`config.mk`:
```
export PLATFORM = sky130hd
export DESIGN_NAME = spi_to_uart_camp2
export DESIGN_NICKNAME = d
export VERILOG_FILES = /design/src/rtl/spi_to_uart_camp2_pkg.sv /design/src/rtl/spi_to_uart_camp2_pulse_counter.sv /design/src/rtl/spi_to_uart_camp2.sv
export SDC_FILE = /design/constraint.sdc
export NUM_CORES = 1
export LEC_CHECK = 0
export BUFFER_PORTS_ARGS = -buffer_cell sky130_fd_sc_hd__buf_2
export CORE_MARGIN = 10
export CORE_UTILIZATION = 44
export CTS_CLUSTER_DIAMETER = 150
export CTS_CLUSTER_SIZE = 24
export DETAILED_ROUTE_END_ITERATION = 7
export PLACE_DENSITY = 0.69
export REMOVE_ABC_BUFFERS = 1
export SLEW_MARGIN = 20
export SYNTH_ARGS = -nofsm -noshare
export SYNTH_HDL_FRONTEND = slang
export SYNTH_SLANG_ARGS = --single-unit
```
`constraint.sdc`:
```
create_clock -name clk -period 2 [get_ports clk]
set_input_delay 0.1 -clock clk [delete_from_list [all_inputs] [get_ports clk]]
set_output_delay 0.1 -clock clk [all_outputs]
set_load 0.02 [all_outputs]
```
`src/rtl/spi_to_uart_camp2_pkg.sv`:
```
// spi_to_uart_camp2_pkg: shared state encoding and frame constants for the ADC-to-UART bridge
package spi_to_uart_camp2_pkg;
    typedef enum logic [2:0] {IDLE, START, WAIT_DONE, LATCH, SEND, WAIT_TX} state_t;
    localparam logic [7:0] HEADER = 8'hA5;
    localparam int FRAME_LEN = 7;
endpackage

```
`src/rtl/spi_to_uart_camp2_pulse_counter.sv`:
```
// pulse_counter: synchronises an async pulse, detects rising edges and counts them saturating at 255
module pulse_counter (
    input  logic       clk,
    input  logic       rst,
    input  logic       pulse,
    input  logic       clr,
    output logic [7:0] count
);
    logic [2:0] sync;
    logic       rise;
    assign rise = sync[1] & ~sync[2];
    // two-stage synchroniser plus edge register; a clear restarts the window but keeps a same-cycle edge
    always_ff @(posedge clk) begin
        if (!rst) begin
            sync  <= '0;
            count <= '0;
        end else begin
            sync  <= {sync[1:0], pulse};
            count <= clr ? {7'd0, rise} : (rise && count != 8'hFF) ? count + 8'd1 : count;
        end
    end
endmodule

```
`src/rtl/spi_to_uart_camp2.sv`:
```
// spi_to_uart_camp2: requests ADC conversions and streams two samples plus pulse counts as 7-byte UART frames
module spi_to_uart_camp2
    import spi_to_uart_camp2_pkg::*;
#(
    parameter int         GAP_CYCLES = 16,
    parameter logic [7:0] HEADER     = spi_to_uart_camp2_pkg::HEADER
) (
    input  logic        clk,
    input  logic        rst,
    input  logic [11:0] data1,
    input  logic [11:0] data2,
    input  logic        done,
    output logic        TxD_start,
    output logic [7:0]  TxD_data,
    output logic        start,
    input  logic        TxD_busy,
    input  logic        Pulse1_in,
    input  logic        Pulse2_in
);
    localparam int GW = $clog2(GAP_CYCLES + 1);
    state_t         state, nxt;
    logic [GW-1:0]  gap;
    logic [2:0]     idx;
    logic [11:0]    d1, d2;
    logic [7:0]     c1, c2, cnt1, cnt2, last, byte_sel;
    logic           clr;
    assign start     = state == START;
    assign TxD_start = state == SEND && !TxD_busy;
    assign clr       = state == LATCH;
    assign TxD_data  = TxD_start ? byte_sel : last;
    pulse_counter u_cnt1 (.clk(clk), .rst(rst), .pulse(Pulse1_in), .clr(clr), .count(cnt1));
    pulse_counter u_cnt2 (.clk(clk), .rst(rst), .pulse(Pulse2_in), .clr(clr), .count(cnt2));
    // frame byte selected by the current index
    always_comb begin
        byte_sel = idx == 3'd0 ? HEADER :
                   idx == 3'd1 ? {4'h0, d1[11:8]} :
                   idx == 3'd2 ? d1[7:0] :
                   idx == 3'd3 ? {4'h0, d2[11:8]} :
                   idx == 3'd4 ? d2[7:0] :
                   idx == 3'd5 ? c1 : c2;
    end
    // next-state logic for the conversion/transmit sequence
    always_comb begin
        nxt = state;
        case (state)
            IDLE:      nxt = gap == GW'(GAP_CYCLES) ? START : IDLE;
            START:     nxt = WAIT_DONE;
            WAIT_DONE: nxt = done ? LATCH : WAIT_DONE;
            LATCH:     nxt = SEND;
            SEND:      nxt = TxD_busy ? SEND : WAIT_TX;
            WAIT_TX:   nxt = idx == 3'(FRAME_LEN - 1) ? IDLE : SEND;
            default:   nxt = IDLE;
        endcase
    end
    // state, gap timer, byte index, held UART byte and frame snapshot registers
    always_ff @(posedge clk) begin
        if (!rst) begin
            state <= IDLE;
            gap   <= '0;
            idx   <= '0;
            last  <= '0;
            d1    <= '0;
            d2    <= '0;
            c1    <= '0;
            c2    <= '0;
        end else begin
            state <= nxt;
            gap   <= (state == IDLE && gap != GW'(GAP_CYCLES)) ? gap + 1'b1 : '0;
            idx   <= state != WAIT_TX ? idx : idx == 3'(FRAME_LEN - 1) ? 3'd0 : idx + 3'd1;
            if (TxD_start) last <= byte_sel;
            if (clr) begin
                d1 <= data1;
                d2 <= data2;
                c1 <= cnt1;
                c2 <= cnt2;
            end
        end
    end
endmodule

```
---- Yosys cells after proc, flatten, opt, wreduce, memory -nomap -nowiden ----
Index checks and enable logic that the tools add are counted.
operators by class
  bitwise gates (word level) .............. 5
  add/subtract/negate cells ............... 4
  reduce and logical (&&, ||, !) cells .... 11
  multiplexer cells ....................... 17
  equality and inequality tests ........... 16
operators with widths
  operator                                        number
  2-to-1 mux 8 bit                                7
  case mux 3 bit (6 select lines)                 1
  adder 8 x 1 -> 8 bit (second input constant)    2
  inequality test 8 bit (second input constant)   2
  == test 3 bit (second input constant)           5
  == test 3 x 2 -> 1 bit (second input constant)  4
  2-to-1 mux 1 bit                                7
  == test 3 x 1 -> 1 bit (second input constant)  2
  logical NOT 3 bit                               2
  2-to-1 mux 3 bit                                2
  adder 5 x 1 -> 5 bit (second input constant)    1
  == test 5 bit (second input constant)           1
  inequality test 5 bit (second input constant)   1
  logical AND 1 bit                               4
  nonzero test 2 bit                              2
  adder 3 x 1 -> 3 bit (second input constant)    1
  inequality test 3 bit (second input constant)   1
  NOT 1 bit                                       3
  bitwise AND 1 bit                               2
  AND reduction 2 bit                             1
  OR reduction 2 bit                              1
  logical NOT 1 bit                               1
storage, ports and cells
  output and inout bits ................... 10
  word-level logic and storage cells ...... 67
  flip-flop bits (word level) ............. 81
  input bits .............................. 30

---- Logic depth before layout (Yosys ltp) ----
Gate-level depths: netlist (run 1).
  word-level depth ........................ 8
  mapped depth ............................ 9
  mapped depth without buffers ............ 6

---- By module ----
Synthesis (run 1) repeated with hierarchy kept, for this count alone.
unflattened totals
  cells, all modules ...................... 444
  area, all modules ....................... 3,656.0 µm²
modules (own cells, without submodules)
  module             cells each  seq. area each (µm²)  times used  area each (µm²)
  spi_to_uart_camp2  344         1,181.1               1           2,657.5
  pulse_counter      50          220.2                 2           499.2

---- Worst setup path before layout (run 1) ----
Ideal clock, no wire load.
  path type ............................... register to output
  from .................................... reg idx[0]
  to ...................................... out TxD_data[0]
  buffers on the path ..................... 3
  data required time ...................... 1,900 ps
  setup slack ............................. -105 ps
  stages on the path, launching flop included .. 8
  arrival ................................. 2,005 ps
  cell sequence ........................... dfxtp_1 buf_4 buf_2 and2_1 ha_1 dlygate4sd1_1 o311a_1 nor2_1
between the ends
  cells in the longest elaborated chain, start to end .. 8
  elaborated cells between the ends (all ways) .. 13
  those cells by class .................... eq/ne (5); mux (7); reduce/logical (1)
ends and longest elaborated chain
  element                   RTL line                 RTL
  start: declaration        spi_to_uart_camp2.sv:23  logic [2:0] idx;
  start signal: assignment  spi_to_uart_camp2.sv:69  idx <= state != WAIT_TX ? idx : idx == 3'(FRAME_LEN - 1) ? 3'd0 : idx + 3'd1;
  == test 3 bit             spi_to_uart_camp2.sv:40  idx == 3'd5 ? c1 : c2;
  2-to-1 mux 8 bit          spi_to_uart_camp2.sv:40
  2-to-1 mux 8 bit          spi_to_uart_camp2.sv:39  idx == 3'd4 ? d2[7:0] :
  2-to-1 mux 8 bit          spi_to_uart_camp2.sv:38  idx == 3'd3 ? {4'h0, d2[11:8]} :
  2-to-1 mux 8 bit          spi_to_uart_camp2.sv:37  idx == 3'd2 ? d1[7:0] :
  2-to-1 mux 8 bit          spi_to_uart_camp2.sv:36  idx == 3'd1 ? {4'h0, d1[11:8]} :
  2-to-1 mux 8 bit *        spi_to_uart_camp2.sv:35  byte_sel = idx == 3'd0 ? HEADER :
  2-to-1 mux 8 bit *        --
  end: declaration          spi_to_uart_camp2.sv:14  output logic [7:0] TxD_data,
Every way passes the cells marked *; elsewhere a longest branch is shown, timed or not.

---- Worst setup path after layout (run 1) ----
  from .................................... reg state[0]
  to ...................................... out TxD_data[0]
between the ends
  cells in the longest elaborated chain, start to end .. 3
ends and longest elaborated chain
  element                   RTL line                 RTL
  start: declaration        spi_to_uart_camp2.sv:21  state_t state, nxt;
  start signal: assignment  spi_to_uart_camp2.sv:67  state <= nxt;
  == test 3 bit             spi_to_uart_camp2.sv:28  assign TxD_start = state == SEND && !TxD_busy;
  logical AND 1 bit         spi_to_uart_camp2.sv:28
  2-to-1 mux 8 bit          --
No other way between the ends.

==> results of run 1 <==
[per-stage QoR]
stage | worst slack, ps | power (mW) | TNS [ps] | hold slack, ps
floorplan | -280 | 1.71 | -1450 | 222
global placement | 273 | 1.76 | 0 | 306
detailed placement | 209 | 1.76 | 0 | 311
CTS | -105 | 2.89 | -358 | 8.68
global route | -152 | 2.96 | -758 | 22.3
finish | -103 | 2.85 | -170 | 26.4
[synth_stat cells (2+ instances only)]
| library cell | count | area, µm² |
|---|---|---|
| xnor2_1 | 6 | 52.6 |
| buf_1 | 2 | 7.51 |
| nor3b_1 | 2 | 15.0 |
| xor2_1 | 7 | 61.3 |
| and2_1 | 8 | 50.1 |
| nor2b_1 | 3 | 18.8 |
| and4_1 | 2 | 17.5 |
| buf_2 | 2 | 10.0 |
| a2111oi_0 | 2 | 17.5 |
| nand3b_1 | 4 | 30.0 |
| o2bb2ai_1 | 2 | 17.5 |
| clkbuf_1 | 16 | 60.1 |
| buf_6 | 7 | 78.8 |
| o21ai_0 | 5 | 25.0 |
| nand2b_1 | 13 | 81.3 |
| a22o_1 | 2 | 17.5 |
| dfxtp_1 | 81 | 1620 |
| nand4b_1 | 2 | 17.5 |
| ha_1 | 5 | 62.6 |
| o2111ai_1 | 2 | 17.5 |
| a311oi_1 | 2 | 17.5 |
| mux2i_1 | 11 | 110 |
| nand3_1 | 12 | 60.1 |
| inv_1 | 8 | 30.0 |
| a32oi_1 | 4 | 35.0 |
| a31oi_1 | 2 | 12.5 |
| nor3_1 | 6 | 30.0 |
| o211ai_1 | 6 | 45.0 |
| nand2_1 | 100 | 375 |
| nor2_1 | 33 | 124 |
| a21oi_1 | 56 | 280 |
| o21bai_1 | 2 | 15.0 |
| a211oi_1 | 6 | 45.0 |
| a21o_1 | 2 | 15.0 |
[power breakdown]
group          switching [mW]  internal [mW]  leakage [nW]  total (mW)
Combinational          0.0536         0.0719         0.949       0.126
Sequential             0.0115           1.62         0.657        1.63
Clock                   0.581          0.512        0.0911        1.09
[layout make-up]
| cell class | instances | area share [%] |
|---|---|---|
| Sequential cell | 81 | 35.8 |
| Inverter | 10 | 0.904 |
| Timing Repair Buffer | 86 | 14.4 |
| Tap cell | 105 | 2.88 |
| Clock buffer | 11 | 3.32 |
| Multi-Input combinational cell | 330 | 42.1 |
| Clock inverter | 5 | 0.658 |
[what timing repair did]
item / 4_1_cts / 5_1_grt
hold endpoints to repair: 23 / 0
setup endpoints to repair: 8 / 8
setup buffers: 2 / 3
gates cloned: 0 / 0
gates resized for setup: 20 / 8
pin swaps: 2 / 5
hold buffers: 23 / 0
[how the worst max path moves through the flow]
| stage | endpoint | slack (ps) | cells after the start |
|---|---|---|---|
| floorplan | u_cnt2.count[4]$_SDFFE_PP0P_ | -280 | 4 |
| global route | TxD_data[0] | -150 | 5 |
| CTS | TxD_data[0] | -110 | 5 |
| global placement | TxD_data[3] | 270 | 8 |
| finish | TxD_data[0] | -100 | 5 |
| detailed placement | TxD_data[3] | 210 | 8 |
[worst reg2reg max path: stages (launching register included)]
cell and delay [ps]:
dfxtp_2 330, or4b_4 540, or4_4 500, o21ai_2 80
buf_4 120, buf_4 90, nor3_1 30
[flip-flops by register name, summed over array words and instances, names as in the netlist]
name / flops
u_cnt2.count: 8
last: 8
c2: 8
d2: 12
gap: 5
d1: 12
u_cnt2.sync: 3
c1: 8
idx: 3
u_cnt1.count: 8
u_cnt1.sync: 3
state: 3
[kinds of logic (layout without fill, tap and decap cells)]
family	count (synthesis)	count (layout)
DFF	81	81
and+or+nand+nor	201	201
adders and majority gates	5	5
muxes	12	12
buffers and inverters	39	112
xor gates and xnor gates	13	13
AOI/OAI and AO/OA	99	99
[metal layers]
layer  global-route usage, %  wire length, µm
met1                    17.0             4120
met2                    21.8             4130
met3                    3.81              349
met4                    5.40              161
met5                       0                0
==> key figures, run 1 <==
Global routing
  – First-pass GRT wire length: 14700 µm
  – Grt ovf: 0
  – GR Util All Layers: 13.7%
  – Vias in the first global route: 3153
  – Initial antenna violation count: 0
  – Largest net degree at the start of global routing: 30

Pwr
  – Pwr Density: 624 nW/µm²
  – VDD IR max: 0.301 mV
  – LEAKAGE: 1.70 nW

Layout
  – NumNets Final: 553
  – Finished Cell Area: 4570 µm²
  – Fillers: 749
  – Layout cells sized above 1: 19.5%
  – Final core utilization: 55.6%
  – Commonest non-fill, non-tap cell in the layout: nand2_1
  – Highest-count cells in the layout ignoring fill and taps: 100 x nand2_1, 77 x dfxtp_1, 56 x a21oi_1
  – Area grow syn2layout: 23.1%
  – Diode count: 0
  – Multi-input logic area: 1920 µm²
  – Post-route insts no fill: 628
  – Register Area: 1630 µm²

Worst hold path
  – Hold Crit Class: in2reg
  – Beginning of the worst hold path: data2[7]
  – Cells on Worst Hold Path: 3
  – Hold endpoint: d2[7]$_SDFFE_PN0P_

Clock tree
  – Cts bufs inserted: 9
  – Clk buf depth: 2
  – Htree depth: 3
  – Clk root buf: clkbuf_8
  – Clock transition at path regs: 80 ps
  – Clk sinks: 81
  – Worst-Skew Late Latency: 350 ps
  – TritonCTS clock tree: built

Timing
  – Final period utilization: 105%
  – Final setup viols: 5
  – RSZ-0062 raised after global routing: yes
  – Final hold violation count: 0
  – Clk_skew: 10.7 ps
  – Tmin final: 2100 ps
  – Fmax: 0.476 GHz
  – Least-Margin Pin Slew: 512 ps
  – Rel. slew slack: 65.0%
  – Final WS setup: -103 ps
  – Max-slew violations: 0

Detailed routing
  – Final WL: 8770 µm
  – Pre-Repair DR Iteration Count: 6
  – Residual DRC: 0
  – Routed len/inst: 14.0 µm
  – DRT iter0 DRCs: 180
  – Via count: 3259
  – Via-per-instance ratio: 5.19
  – DRT antenna net count: 0

Setup path
  – Setup CP Type: reg2out
  – Worst path top cell family by delay: simple AND/OR/NAND/NOR gates
  – Crit path launch: state[0]$_SDFF_PN0_
  – Arrival time at the worst endpoint: 2000 ps
  – CP peak stage delay: 540 ps
  – Critical Path Fanout Max: 3
  – Req. time, crit path: 1900 ps
  – Slowest cell on the critical path: or4b_4
  – Flop-to-flop setup slack: 210 ps
  – CP Capture Type: output port
  – Worst-path cell chain: or4b_4, or4_4, o21ai_2, nor2_1, buf_4
  – FF-to-FF path depth: 6
  – Reg2reg start: state[0]$_SDFF_PN0_
  – R2R Path End: last[0]$_SDFF_PN0_
  – Count of buffer and inverter cells on the critical path: 1
  – CP Launch Type: flop

Synthesis
  – Post-synthesis sequential area ratio: 43.7%
  – Post-synthesis simple-gate area fraction: 26.0%
  – Largest family of logic cells by synthesized area: simple AND/OR/NAND/NOR gates
  – Synthesized flop and latch total: 81
  – Cell area after synthesis: 3710 µm²
  – XOR/XNOR share of the synthesized area: 3.07%
  – Syn Inst Count: 450
  – Post-Synthesis Mean Instance Area: 8.25 µm²
  – Mux cell area share after synthesis: 3.27%
  – Async SR Flop Fraction: 0%
  – Adder-Cell Fraction of Synth Area: 1.69%
  – EDFF count, synth: 0
  – Synth Area in Compound Gates: 16.6%
  – Warnings from Yosys: 0
  – Top_reg_cell synth: dfxtp_1
  – Post-synthesis cell type count: 61

Die
  – Initial Utilization: 45.2%
  – Io pins: 40
  – Die Y: 112 µm
  – Core area: 8220 µm²
  – Die W: 112 µm
  – Die area: 12500 µm²
  – Rows: 33

Outcome
  – Status: finished with violations
  – Failing checks: setup timing

Placement
  – Dpl hpwl: 6150 µm
  – Placed Cells incl. Taps: 584
  – Port bufs: 39
  – Gpl congestion: 0.912
  – Placed Area: 4030 µm²

Run
  – Max-cap violations: 0
No activity file was read; power rests on OpenSTA's default activity.
==> run 2: changes to the inputs <==
- BUFFER_PORTS_ARGS: -buffer_cell sky130_fd_sc_hd__buf_2 -> -buffer_cell sky130_fd_sc_hd__buf_4
- CELL_PAD_IN_SITES_DETAIL_PLACEMENT: unset -> 1
- CELL_PAD_IN_SITES_GLOBAL_PLACEMENT: unset -> 1
- CORE_UTILIZATION: 44 -> 39
- PLACE_DENSITY: 0.69 -> 0.79
==> run 2 against run 1 <==
Net effect:
- the run still ends with setup timing left
- via count is 4.1% higher
- utilization decreased by 2.9 points
- clock power increased by 35%
- sequential share of layout area decreased by 2.3 points
- wire length up 22%
- setup slack lost 83 ps
- flip-flop and latch count stayed put
- fmax fell by 3.8%
- first-iteration DRC count decreased by 30%
- die area increased by 10%
==> key figures, run 2 (same netlist as run 1, synthesis figures left out) <==
Global routing
  – Largest net degree at the start of global routing: 34 (was 30)
  – GR Util All Layers: 14.8% (was 13.7%)
  – Initial antenna violation count: 0 (unchanged)
  – First-pass GRT wire length: 17300 µm (was 14700 µm)
  – Grt ovf: 0 (unchanged)
  – Vias in the first global route: 3505 (was 3153)

Timing
  – Final WS setup: -186 ps (was -103 ps)
  – Final setup viols: 6 (was 5)
  – Max-slew violations: 0 (unchanged)
  – Fmax: 0.458 GHz (was 0.476 GHz)
  – Clk_skew: 8.13 ps (was 10.7 ps)
  – Tmin final: 2190 ps (was 2100 ps)
  – Rel. slew slack: 67.0% (was 65.0%)
  – Total Neg Setup Slack: -792 ps (was -170 ps)
  – Final hold slack: 65.1 ps (was 26.4 ps)
  – RSZ-0062 raised after global routing: yes (unchanged)
  – Final hold violation count: 0 (unchanged)
  – Least-Margin Pin Slew: 482 ps (was 512 ps)
  – Final period utilization: 109% (was 105%)

Die
  – Die area: 13800 µm² (was 12500 µm²)
  – Die W: 118 µm (was 112 µm)
  – Initial Utilization: 40.2% (was 45.2%)
  – Die Y: 118 µm (was 112 µm)
  – Core area: 9240 µm² (was 8220 µm²)
  – Io pins: 40 (unchanged)
  – Rows: 35 (was 33)

Setup path
  – Worst-path cell chain: or4b_4, or4_4, o21ai_4, nor2_2, buf_6 (was or4b_4, or4_4, o21ai_2, nor2_1, buf_4)
  – Critical Path Fanout Max: 2 (was 3)
  – FF-to-FF path depth: 5 (was 6)
  – R2R Path End: last[0]$_SDFF_PN0_ (unchanged)
  – Count of buffer and inverter cells on the critical path: 1 (unchanged)
  – Worst path top cell family by delay: simple AND/OR/NAND/NOR gates (unchanged)
  – Req. time, crit path: 1900 ps (about the same)
  – Arrival time at the worst endpoint: 2090 ps (was 2000 ps)
  – CP Capture Type: output port (unchanged)
  – Slowest cell on the critical path: or4_4 (was or4b_4)
  – CP peak stage delay: 580 ps (was 540 ps)
  – Reg2reg start: state[0]$_SDFF_PN0_ (unchanged)
  – CP Launch Type: flop (unchanged)
  – Flop-to-flop setup slack: 190 ps (was 210 ps)
  – Setup CP Type: reg2out (unchanged)

Placement
  – Pre-CTS setup slack: 220 ps (was 209 ps)
  – Port bufs: 39 (unchanged)
  – Placed Cells incl. Taps: 606 (was 584)
  – Gpl congestion: 0.804 (was 0.912)
  – Dpl hpwl: 6890 µm (was 6150 µm)

Detailed routing
  – Via count: 3392 (was 3259)
  – DRT antenna net count: 0 (unchanged)
  – Pre-Repair DR Iteration Count: 4 (was 6)
  – Via-per-instance ratio: 5.19 (about the same)
  – Residual DRC: 0 (unchanged)
  – Final WL: 10700 µm (was 8770 µm)
  – DRT iter0 DRCs: 126 (was 180)
  – Routed len/inst: 16.4 µm (was 14.0 µm)

Layout
  – Fillers: 1082 (was 749)
  – Post-route insts no fill: 653 (was 628)
  – Layout cells sized above 1: 21.0% (was 19.5%)
  – Area grow syn2layout: 31.1% (was 23.1%)
  – Highest-count cells in the layout ignoring fill and taps: 97 x nand2_1, 77 x dfxtp_1, 55 x a21oi_1 (was 100 x nand2_1, 77 x dfxtp_1, 56 x a21oi_1)
  – Diode count: 0 (unchanged)
  – Commonest non-fill, non-tap cell in the layout: nand2_1 (unchanged)
  – Biggest regs: d1 x12, d2 x12 (unchanged)
  – NumNets Final: 554 (was 553)

Worst hold path
  – Cells on Worst Hold Path: 2 (was 3)
  – Hold Crit Class: in2reg (unchanged)
  – Hold endpoint: u_cnt2.sync[1]$_SDFF_PN0_ (was d2[7]$_SDFFE_PN0P_)
  – Beginning of the worst hold path: rst (was data2[7])

Pwr
  – Pwr Density: 669 nW/µm² (was 624 nW/µm²)
  – VDD IR max: 0.417 mV (was 0.301 mV)
  – Comb pwr share: 4.6% (was 4.4%)
  – Switching Power: 701 µW (was 647 µW)
  – Reg power frac: 50.3% (was 57.2%)
  – P_int: 2.55 mW (was 2.20 mW)
  – LEAKAGE: 1.79 nW (was 1.70 nW)
  – Clock group share of total power: 45.1% (was 38.4%)
  – Sw frac: 21.6% (was 22.7%)

Clock tree
  – Worst-Skew Late Latency: 360 ps (was 350 ps)
  – Cts bufs inserted: 9 (unchanged)
  – TritonCTS clock tree: built (unchanged)
  – Clk sinks: 81 (unchanged)
  – Htree depth: 3 (unchanged)
  – Clock transition at path regs: 80 ps (about the same)
  – Clk root buf: clkbuf_8 (unchanged)
  – Clk buf depth: 2 (unchanged)

Outcome
  – Status: finished with violations (unchanged)
  – Failing checks: setup timing (unchanged)

Run
  – Max-cap violations: 0 (unchanged)
run 2: changes by cell type in the layout (fill, tap and decap cells not counted), moves of 4 or more:
cell	change
a32oi_1	-4
a32oi_2	+4
buf_2	-31
buf_4	+22
buf_6	+5
run 2: per-layer routing:
metal / wire, µm / up-vias / global-route usage (%)
met1: 4790 / 1652 / 17.5
met2: 5450 / 42 / 25.6
met5: 0 / - / 0
met4: 180 / 0 / 5.10
li1: - / 1684 / -
met3: 305 / 14 / 3.17
run 2: power groups by stage:
| stage | Sequential [mW] | Clock [mW] | Combinational [mW] |
|---|---|---|---|
| after global placement | 1.67 | 0 | 0.105 |
| after CTS | 1.63 | 1.50 | 0.151 |
| final | 1.63 | 1.47 | 0.151 |
| after global routing | 1.64 | 1.56 | 0.168 |
| after floorplan | 1.67 | 0 | 0.0419 |
| after detailed placement | 1.67 | 0 | 0.110 |
run 2: worst max-delay path by stage:
stage	from	endpoint	slack, ps	cells past startpoint
6_report	state[0]$_SDFF_PN0_	TxD_data[0]	-190	5
5_1_grt	state[0]$_SDFF_PN0_	TxD_data[0]	-240	5
4_1_cts	state[1]$_SDFF_PN0_	TxD_data[0]	-130	5
3_5_place_dp	idx[1]$_SDFFE_PN0N_	TxD_data[1]	220	8
3_3_place_gp	state[1]$_SDFF_PN0_	TxD_data[2]	300	6
2_1_floorplan	state[1]$_SDFF_PN0_	u_cnt2.count[4]$_SDFFE_PP0P_	-280	4
run 2: final cells by class:
type	instances	area, µm²	share of cell area, %
Inverter	10	40.0	0.823
Clock buffer	10	128	2.62
Tap cell	129	161	3.32
Multi-Input combinational cell	330	1990	41.0
Sequential cell	81	1630	33.5
Clock inverter	6	116	2.39
Timing Repair Buffer	87	795	16.3
run 2: metrics by stage:
stage | instance area (µm²) | power, mW | utilization, %
2_1_floorplan | 3540 | 1.71 | -
3_3_place_gp | 4160 | 1.78 | 45.0
3_5_place_dp | 4160 | 1.78 | 45.0
4_1_cts | 4710 | 3.28 | 51.0
5_1_grt | 4860 | 3.36 | 52.6
6_report | 4860 | 3.25 | 52.6
run 2: worst register-to-register path, cell delays in order, from the launching register on:
cell     delay [ps]
dfxtp_2         330
or4b_4          530
or4_4           580
o21ai_4          90
buf_4           130
nor3_1           40
run 2: repair_timing:
action / in CTS / in global routing
endpoints found under the hold margin: 26 / 0
cloned: 0 / 0
pin swaps: 2 / 12
buffers inserted: 0 / 5
resized for setup: 16 / 28
endpoints found under the setup margin: 8 / 8
hold buffers: 26 / 0
==> run 3: changes to the inputs <==
- MAX_ROUTING_LAYER: unset -> met4
==> run 3 against run 2 <==
Net effect:
- the flow still finishes with violations (setup timing)
- worst hold slack got worse by 2.5 ps
- sequential share of layout area unchanged
- sequential power about the same
- clock power about the same
- cell count unchanged
- global-route usage increased by 0.45 points
- wire length increased by 0.38%
- via count decreased by 0.32%
- register-to-register slack about the same
- critical path depth unchanged
- fmax decreased by 0.23%
- setup slack got worse by 5.0 ps
- critical endpoint unchanged
- largest power group unchanged
- highest routed layer unchanged
==> key figures, run 3 (same netlist as run 1, synthesis figures left out) <==
Outcome
  – Status: finished with violations (unchanged)
  – Failing checks: setup timing (unchanged)

Worst hold path
  – Cells on Worst Hold Path: 2 (unchanged)
  – Hold Crit Class: in2reg (unchanged)

Placement
  – Dpl hpwl: 6890 µm (unchanged)
  – Placed Area: 4160 µm² (unchanged)
  – Port bufs: 39 (unchanged)
  – Gpl congestion: 0.816 (was 0.804)

Detailed routing
  – Via count: 3381 (was 3392)
  – Final WL: 10800 µm (was 10700 µm)
  – Routed len/inst: 16.5 µm (was 16.4 µm)
  – Residual DRC: 0 (unchanged)
  – DRT iter0 DRCs: 134 (was 126)
  – DRT antenna net count: 0 (unchanged)
  – Pre-Repair DR Iteration Count: 4 (unchanged)
  – Via-per-instance ratio: 5.18 (was 5.19)

Setup path
  – Crit path launch: state[0]$_SDFF_PN0_ (unchanged)
  – Slowest cell on the critical path: or4_4 (unchanged)
  – Critical path depth: 5 (unchanged)
  – Count of buffer and inverter cells on the critical path: 1 (unchanged)
  – CP Launch Type: flop (unchanged)
  – Critical Path Fanout Max: 2 (unchanged)
  – End of the critical path: TxD_data[0] (unchanged)
  – Setup CP Type: reg2out (unchanged)
  – CP Capture Type: output port (unchanged)
  – FF-to-FF path depth: 6 (was 5)
  – Arrival time at the worst endpoint: 2090 ps (about the same)
  – Worst-path cell chain: or4b_4, or4_4, o21ai_4, nor2_2, buf_6 (unchanged)
  – Reg2reg start: state[0]$_SDFF_PN0_ (unchanged)
  – Worst path top cell family by delay: simple AND/OR/NAND/NOR gates (unchanged)
  – R2R Path End: last[6]$_SDFF_PN0_ (was last[0]$_SDFF_PN0_)
  – CP peak stage delay: 580 ps (about the same)
  – Flop-to-flop setup slack: 190 ps (about the same)
  – Req. time, crit path: 1900 ps (about the same)

Die
  – Io pins: 40 (unchanged)
  – Die W: 118 µm (unchanged)
  – Die Y: 118 µm (unchanged)
  – Initial Utilization: 40.2% (unchanged)
  – Rows: 35 (unchanged)
  – Core area: 9240 µm² (unchanged)
  – Die area: 13800 µm² (unchanged)

Layout
  – Highest-count cells in the layout ignoring fill and taps: 97 x nand2_1, 77 x dfxtp_1, 55 x a21oi_1 (unchanged)
  – Commonest non-fill, non-tap cell in the layout: nand2_1 (unchanged)
  – Diode count: 0 (unchanged)
  – Layout cells sized above 1: 21.0% (unchanged)
  – Area grow syn2layout: 31.1% (unchanged)
  – NumNets Final: 554 (unchanged)
  – Biggest regs: d1 x12, d2 x12 (unchanged)
  – Finished Cell Area: 4860 µm² (unchanged)

Timing
  – Final period utilization: 110% (was 109%)
  – Final hold violation count: 0 (unchanged)
  – Max-slew violations: 0 (unchanged)
  – Final WS setup: -191 ps (was -186 ps)
  – Total Neg Setup Slack: -820 ps (was -792 ps)
  – Final setup viols: 6 (unchanged)
  – Fmax: 0.457 GHz (was 0.458 GHz)
  – Least-Margin Pin Slew: 482 ps (about the same)
  – Clk_skew: 7.66 ps (was 8.13 ps)
  – Rel. slew slack: 67.0% (about the same)
  – Final hold slack: 62.6 ps (was 65.1 ps)
  – Tmin final: 2190 ps (about the same)
  – RSZ-0062 raised after global routing: yes (unchanged)

Clock tree
  – Clk buf depth: 2 (unchanged)
  – Cts bufs inserted: 9 (unchanged)
  – Worst-Skew Late Latency: 360 ps (about the same)
  – Clk sinks: 81 (unchanged)
  – TritonCTS clock tree: built (unchanged)
  – Clk root buf: clkbuf_8 (unchanged)
  – Clock transition at path regs: 80 ps (about the same)
  – Htree depth: 3 (unchanged)

Run
  – Max-cap violations: 0 (unchanged)

Pwr
  – LEAKAGE: 1.79 nW (unchanged)
  – Sw frac: 21.5% (was 21.6%)
  – VDD IR max: 0.416 mV (was 0.417 mV)
  – Reg power frac: 50.3% (about the same)
  – Switching Power: 700 µW (was 701 µW)
  – Comb pwr share: 4.6% (about the same)
  – Clock group share of total power: 45.1% (about the same)
  – Pwr Density: 668 nW/µm² (was 669 nW/µm²)
  – P_int: 2.55 mW (about the same)
  – Total power: 3.25 mW (about the same)

Global routing
  – Vias in the first global route: 3509 (was 3505)
  – Largest net degree at the start of global routing: 34 (unchanged)
  – First-pass GRT wire length: 17300 µm (about the same)
  – Initial antenna violation count: 0 (unchanged)
  – GR Util All Layers: 15.2% (was 14.8%)
  – Grt ovf: 0 (unchanged)
==> run 3: cell counts in the layout (fill, tap and decap cells not counted) <==
Identical to the previous run, type by type.
==> run 3: worst register-to-register path, stage by stage, from the launching register on <==
cell       delay [ps]
dfxtp_2           330
or4b_4            530
buf_12            160
nor3_4            240
o2111ai_2         170
buf_4             170
a21oi_1           130
==> run 3: timing repair <==
action,in CTS,in global routing
setup endpoints to repair,8,8
endpoints found under the hold margin,26,0
setup buffers,0,5
hold buffers,26,0
resized for setup,16,28
cloned,0,0
pin swaps,2,12
==> run 3: layer usage <==
layer  part of all wire (%)  GRT usage (%)  vias up
met4                    1.5           5.10        0
met2                     51           25.6       48
met3                    2.5           3.07       13
met1                     45           17.7     1635
met5                      0              -        -
li1                       -              -     1685
==> run 3: worst min-delay path by stage <==
stage               slack, ps                         to      start
finish                     60  u_cnt2.sync[1]$_SDFF_PN0_        rst
global route               90  u_cnt1.sync[1]$_SDFF_PN0_        rst
CTS                        50  u_cnt1.sync[1]$_SDFF_PN0_        rst
detailed placement        310  u_cnt1.sync[0]$_SDFF_PN0_  Pulse1_in
global placement          310  u_cnt2.sync[0]$_SDFF_PN0_  Pulse2_in
floorplan                 220  u_cnt1.sync[0]$_SDFF_PN0_        rst
==> run 3: stage by stage <==
step / setup WS, ps / instances / utilization [%]
floorplan: -280 / 421 / -
global placement: 303 / 606 / 45.0
detailed placement: 220 / 606 / 45.0
CTS: -125 / 648 / 51.0
global route: -237 / 653 / 52.6
finish: -191 / 653 / 52.6
==> run 3: power groups by stage <==
stage          clock network [mW]  logic [mW]  registers (mW)
4_1_cts                      1.50       0.151            1.63
2_1_floorplan                   0      0.0419            1.67
6_report                     1.47       0.151            1.63
3_3_place_gp                    0       0.105            1.67
3_5_place_dp                    0       0.110            1.67
5_1_grt                      1.56       0.168            1.64
==> run 3: area by class of cell <==
class	instances	area, µm²
Clock inverter	6	116
Clock buffer	10	128
Sequential cell	81	1630
Inverter	10	40.0
Timing Repair Buffer	87	795
Fill cell	1082	4380
Multi-Input combinational cell	330	1990
Tap cell	129	161
